==> src/rtl/entrada_switch_ctrl.sv <==
// Button/switch front end for the Entrada stack: 2-flop sync, debounce, push/pop strobes, occupancy shadow.
// Optional sticky error flag port `err` is built when ENTRADA_ERR_FLAG_EN is defined.
module entrada_switch_ctrl #(
    parameter int unsigned DEBOUNCE_CYCLES = 50000,
    parameter int unsigned DEPTH           = 15
) (
    input  logic        clk,
    input  logic        reset,
    input  logic        btn_read_raw,
    input  logic        btn_write_raw,
    input  logic [15:0] sw_raw,
    output logic [15:0] _input,
    output logic        switchRead,
    output logic        switchWrite,
    output logic [3:0]  count,
    output logic        full,
    output logic        empty
`ifdef ENTRADA_ERR_FLAG_EN
    ,
    output logic        err
`endif
);

    localparam logic [15:0] DB_LAST   = 16'(DEBOUNCE_CYCLES - 1);
    localparam logic [3:0]  DEPTH_VAL = 4'(DEPTH);

    // Bit 0 is the push (read) button, bit 1 the pop (write) button.
    logic [1:0]       btn_meta_r;
    logic [1:0]       btn_sync_r;
    logic [15:0]      sw_meta_r;
    logic [15:0]      sw_sync_r;
    logic [1:0]       stable_r;
    logic [1:0]       stable_d_r;
    logic [1:0]       req_r;
    logic [1:0][15:0] cnt_r;
    logic             rd_go_s;
    logic             wr_go_s;
    logic [3:0]       count_nxt_s;

    // Two-flop synchronizers for buttons and switches.
    always_ff @(posedge clk) begin
        if (reset) begin
            btn_meta_r <= 2'b00;
            btn_sync_r <= 2'b00;
            sw_meta_r  <= 16'h0000;
            sw_sync_r  <= 16'h0000;
        end else begin
            btn_meta_r <= {btn_write_raw, btn_read_raw};
            btn_sync_r <= btn_meta_r;
            sw_meta_r  <= sw_raw;
            sw_sync_r  <= sw_meta_r;
        end
    end

    // Debounce each button and register a one-cycle request on an accepted rising level.
    always_ff @(posedge clk) begin
        if (reset) begin
            stable_r   <= 2'b00;
            stable_d_r <= 2'b00;
            req_r      <= 2'b00;
            cnt_r      <= '0;
        end else begin
            for (int i = 0; i < 2; i++) begin
                if (btn_sync_r[i] == stable_r[i]) begin
                    cnt_r[i] <= 16'd0;
                end else if (cnt_r[i] == DB_LAST) begin
                    stable_r[i] <= btn_sync_r[i];
                    cnt_r[i]    <= 16'd0;
                end else begin
                    cnt_r[i] <= cnt_r[i] + 16'd1;
                end
            end
            stable_d_r <= stable_r;
            req_r      <= stable_r & ~stable_d_r;
        end
    end

    // Arbitrate requests against occupancy; simultaneous requests cancel each other.
    always_comb begin
        rd_go_s     = 1'b0;
        wr_go_s     = 1'b0;
        count_nxt_s = count;
        case (req_r)
            2'b01: begin
                if (!full) begin
                    rd_go_s     = 1'b1;
                    count_nxt_s = count + 4'd1;
                end else begin
                    rd_go_s = 1'b0;
                end
            end
            2'b10: begin
                if (!empty) begin
                    wr_go_s     = 1'b1;
                    count_nxt_s = count - 4'd1;
                end else begin
                    wr_go_s = 1'b0;
                end
            end
            default: begin
                rd_go_s = 1'b0;
                wr_go_s = 1'b0;
            end
        endcase
    end

    // Registered strobes, switch snapshot and occupancy flags.
    always_ff @(posedge clk) begin
        if (reset) begin
            _input      <= 16'h0000;
            switchRead  <= 1'b0;
            switchWrite <= 1'b0;
            count       <= 4'd0;
            full        <= 1'b0;
            empty       <= 1'b1;
        end else begin
            switchRead  <= rd_go_s;
            switchWrite <= wr_go_s;
            count       <= count_nxt_s;
            full        <= (count_nxt_s == DEPTH_VAL);
            empty       <= (count_nxt_s == 4'd0);
            if (rd_go_s) begin
                _input <= sw_sync_r;
            end
        end
    end

`ifdef ENTRADA_ERR_FLAG_EN
    logic drop_s;
    assign drop_s = (req_r[0] & req_r[1]) | (req_r[0] & full) | (req_r[1] & empty);

    // Sticky flag for any request that was dropped.
    always_ff @(posedge clk) begin
        if (reset) begin
            err <= 1'b0;
        end else if (drop_s) begin
            err <= 1'b1;
        end
    end
`endif

endmodule

==> config.mk <==
export PLATFORM = sky130hd
export DESIGN_NAME = entrada_switch_ctrl
export DESIGN_NICKNAME = d
export VERILOG_FILES = /design/src/rtl/entrada_switch_ctrl.sv
export SDC_FILE = /design/constraint.sdc
export NUM_CORES = 1
export LEC_CHECK = 0
export ABC_CLOCK_PERIOD_IN_PS = 2600
export CORE_UTILIZATION = 40
export CTS_BUF_LIST = sky130_fd_sc_hd__clkbuf_16
export DETAILED_ROUTE_END_ITERATION = 8
export PLACE_DENSITY = 0.7
export SYNTH_ARGS = -nofsm -noshare
export SYNTH_HDL_FRONTEND = slang
export SYNTH_SLANG_ARGS = --single-unit
==> constraint.sdc <==
create_clock -name clk -period 2.6 [get_ports clk]
set_input_delay 0.78 -clock clk [delete_from_list [all_inputs] [get_ports clk]]
set_output_delay 0.78 -clock clk [all_outputs]
set_load 0.01 [all_outputs]
After elaboration in Yosys (flattened, before gate mapping)
Cells that the tools add are included.

word-level totals
  flip-flop bits (word level) = 98
  input bits = 20
  output and inout port bits = 24
  logic and storage cells = 44

cells by class
  add/subtract/negate cells = 4
  eq/ne operators = 7
  mux-type cells = 6
  bitwise gates (word level) = 5
  reductions and logical operators = 6

operators by type and width
  cell                     count
  $add A16 B1 Y16 const B  2
  $eq A16 B16 Y1 const B   2
  $mux W4                  2
  $pmux W4 S2              1
  $reduce_or A3 Y1         2
  $add A4 B1 Y4 const B    1
  $eq A4 B4 Y1 const B     1
  $logic_not A4 Y1         1
  $reduce_and A2 Y1        2
  $sub A4 B1 Y4 const B    1
  $mux W1                  3
  $not A1 Y1               3
  $and A2 B2 Y2            1
  $eq A1 B1 Y1             2
  $eq A2 B1 Y1 const B     1
  $eq A2 B2 Y1 const B     1
  $not A2 Y2               1
  $reduce_or A2 Y1         1

Depth between registers and ports, before layout
  word-level depth = 4
  depth in mapped cells = 7
  mapped depth without buffers = 6

Worst setup path after synthesis
No wires, ideal clock.

  path kind = reg2reg
  start = register cnt_r[27] (netlist bit)
  end = register cnt_r[20] (netlist bit)
  library setup time = 115 ps
  arrival = 1628 ps
  data required time = 2485 ps
  path slack = 857 ps
  cell stages (with the launch flop) = 6
  path buffers = 1
  clock period less this slack = 1743 ps
  cell sequence = dfxtp_1 or4_1 or4_4 nand2_4 buf_8 nor2_1

between the ends
  word-level cells in the longest chain between the ends = 2

RTL lines
  what                               line  source
  from (decl)                        35    logic [1:0][15:0] cnt_r;
  from (signal, indexed assignment)  70    cnt_r[i] <= cnt_r[i] + 16'd1;
  $eq A16 B16 Y1                     66    end else if (cnt_r[i] == DB_LAST) begin
  $reduce_or A3 Y1 (no source line)  n/a

No other way between the ends.
A chain may end at the register's enable or synchronous reset.

Worst setup path after layout
  start = register count[0]
  end = output port count[0]

RTL lines
  what                    line  source
  from (decl)             15    output logic [3:0] count,
  from (signal assigned)  119   count <= count_nxt_s;

No word-level cell between the ends.

==> summary.md <==
| Metric | Value |
|---|---|
| CP endpoint kind | primary output |
| # diodes | 0 |
| Most common cell after layout, fill and taps aside | dfxtp_1 |
| Worst R2R End | cnt_r[5] |
| Hold Path Class | reg -> reg |
| Reg2Reg Depth | 5 |
| First-pass GRT wire length | 10.73 mm |
| Largest net degree at the start of global routing | 55 |
| Clock sink count | 98 |
| Row count | 34 |
| LEAKAGE | 0.001487 uW |
| Final hold vios | 0 |
| RSZ-0062 raised after global routing | no |
| Vias per cell | slightly below 5 |
| Async set-reset flop share out of synthesis | 0 |
| Flop pwr share | 0.517 |
| Pins Over Slew Limit | 0 |
| R2r setup slk | 630 ps |
| Main synth FF type | dfxtp_1 |
| DRT Pass-1 Iters | 4 |
| # fillers | 772 |
| Nets | 443 |
| I/O Buffers | 43 |
| Setup WS pre-CTS | 608.5 ps |
| Clk_lat worst skew | 340 ps |
| Number of synthesized flops with an enable pin | 0 |
| WS Path Type | reg -> out |
| Die Span X | 96.68 microns |
| FF+latch count, synth | 98 |
| HP Start | stable_d_r[0] |
| PwrDens | 677.8 nW/um^2 |
| Fin crit share | 0.8286 |
| Comb power frac | 0.028 |
| Pint | 2348 uW |
| Initial antenna violation count | 0 |
| Top cells by area, synth | dfxtp_1 55%, nor2b_1 7.2%, xnor2_1 6.6%, nor2_1 4.8%, nand2_1 4.2% |
| Sw frac | 0.2124 |
| CP required | 1820 ps |
| CTS resizes | 0 |
| Area Overhead vs Synth | 22.64% |
| Post-synth cell types | between 40 and 50 |
| Max stage delay cell, worst path | clkdlybuf4s50_1 |
| Sw Pwr | between 600 and 700 uW |
| Initial Utilization | 0.4112 |
| Min cycle time layout | 2154 ps |
| Clk root buf | clkbuf_16 |
| Cell Chain, Critical Path | clkdlybuf4s50_1 |
| Tot GR Track Use | 0.1399 |
| Core region area | between 8000 and 9000 sq um |
| Clock power frac | 0.454 |
| Synthesis Warnings | 0 |
| Max frequency | 0.4642 GHz |
| Sequential share of the synthesized area | 0.5471 |
| CTS tree | built |
| Die Span Y | 96.68 microns |
| CP bufs+invs | 1 |
| CP Max Fanout | 7 |
| WL final | 5.927 mm |
| Number of global-route vias before repair | 2425 |
| Hold_buf cts | 0 |
| Post-Synthesis Cells | approximately 370 |
| RePlAce Congestion | 0.7672 |
| TNS Setup | 0 ps |
| Syn nets | 400 |
| Startpoint Class | flop |
| Post-DP HPWL | 4.032 mm |
| Status | completed |
| Peak supply drop | approximately 400 uV |
| Final ANT Viol Nets | 0 |
| H-tree level count | 3 |
| Top Family by Delay on Critical Path | buffers and inverters |
| # setup viols final | 0 |
| Critical R2R Launch | cnt_r[0] |
| Worst path max stage delay | ~600 ps |
| Yosys top cell by area | dfxtp_1 |
| Starting DRT DRC Count | 91 |
| Syn avg cell area | 9.588 sq um |
| Max-cap viol count | 0 |
| Top Ports | 44 |
| Slew margin rel. | 0.6480 |
| CTS clk-pin slew, worst paths | 60 ps |
| Worst EP arrival | 1370 ps |
| Mapped Area | 3586 sq um |
| Top-area cell type share of the netlist area | 0.5471 |
| Via count | 2568 |
| Share of cells above drive strength 1 | 0.05924 |
| Die ar. | 9347 sq um |
| Most frequent cells in the layout | 98 x dfxtp_1, 46 x nor2_1, 42 x clkdlybuf4s50_1, 41 x nor2b_1, 40 x nand2_1 |
| Post-CTS Setup Bufs | 0 |
| Post-route DRC | 0 |
| WHS Endpoint | req_r[0] |
| CTS max path bufs | 2 |
| Total gr overflow | 0 |
| CTS Buf Count | 9 |
| Hold path depth | 1 |
| Avg WL per Cell | 11.18 microns |
| Setup WS post-layout | 445.6 ps |
| Slew at the pin closest to its max-slew limit | 528.0 ps |
| Setup skew after layout | just over 6 ps |
## through the flow
step / hold WS, ps / cell area [sq um] / instances / util / power [uW]
floorplan: 367.4 / 3586 / 374 / - / 1622
global placement: 374.1 / 4088 / 514 / 0.4687 / 1660
detailed placement: 372.6 / 4088 / 514 / 0.4687 / 1663
CTS: 382.3 / 4398 / 530 / 0.5043 / 3025
global route: 396.3 / 4398 / 530 / 0.5043 / 3102
finish: 382.6 / 4398 / 530 / 0.5043 / 2981
## area by class of cell
type / instances / area [sq um] / share of cell area
Sequential cell: 98 / 1962 / 0.4461
Timing Repair Buffer: 46 / 447.9 / 0.1018
Clock buffer: 9 / 225.2 / 0.05121
Clock inverter: 7 / 85.08 / 0.01935
Tap cell: 108 / 135.1 / 0.03073
Inverter: 13 / 48.80 / 0.01110
Multi-Input combinational cell: 249 / 1494 / 0.3397
## state kept, by name (all words and copies together) (netlist names), 2 cells and up
name and count:
sw_meta_r 16, btn_sync_r 2, btn_meta_r 2, count 4, stable_d_r 2, stable_r 2, sw_sync_r 16, _input 16
req_r 2, cnt_r 32
## cells in the mapped netlist, drive strengths merged, types with 2 or more instances
master	number
a21oi	19
buf	3
clkbuf	11
dfxtp	98
ha	6
inv	13
mux2	2
mux2i	2
nand2	41
nand2b	4
nand3	9
nand4	5
nand4b	3
nor2	46
nor2b	41
nor3	6
nor4	10
o21ai	2
or3	3
or4	3
or4bb	2
xnor2	27
xor2	2
## cells by family after synthesis
kind of cell	Yosys count	synth area share
and+or+nand+nor	180	0.2624
DFF	98	0.5471
AOI/OAI and AO/OA	30	0.05060
xor gates and xnor gates	29	0.07083
buffers and inverters	27	0.03629
adders and majority gates	6	0.02093
muxes	4	0.01186
## power by group through the flow
stage	Sequential, uW	Clock (uW)	Combinational [uW]
6_report	1540	1350	84.7
5_1_grt	1540	1460	93.1
4_1_cts	1540	1400	86.8
3_5_place_dp	1580	0	86.7
3_3_place_gp	1580	0	84.8
2_1_floorplan	1570	0	47.6
## worst max path at each step
| stage | start | endpoint | slack (ps) | cells after the start |
|---|---|---|---|---|
| floorplan | cnt_r[27] | cnt_r[20] | 860 | 5 |
| global placement | cnt_r[11] | cnt_r[13] | 680 | 4 |
| detailed placement | cnt_r[0] | cnt_r[5] | 610 | 5 |
| CTS | count[0] | count[0] | 430 | 1 |
| global route | count[0] | count[0] | 390 | 1 |
| finish | count[0] | count[0] | 450 | 1 |
## routing by layer
layer / track usage / vias to the layer above / part of all wire
met5: 0 / - / 0
li1: - / 1320 / -
met3: 0.03829 / 11 / 0.034
met1: 0.1648 / 1184 / 0.47
met2: 0.2346 / 53 / 0.47
met4: 0.06774 / 0 / 0.020
No activity file was read; power rests on OpenSTA's default activity.
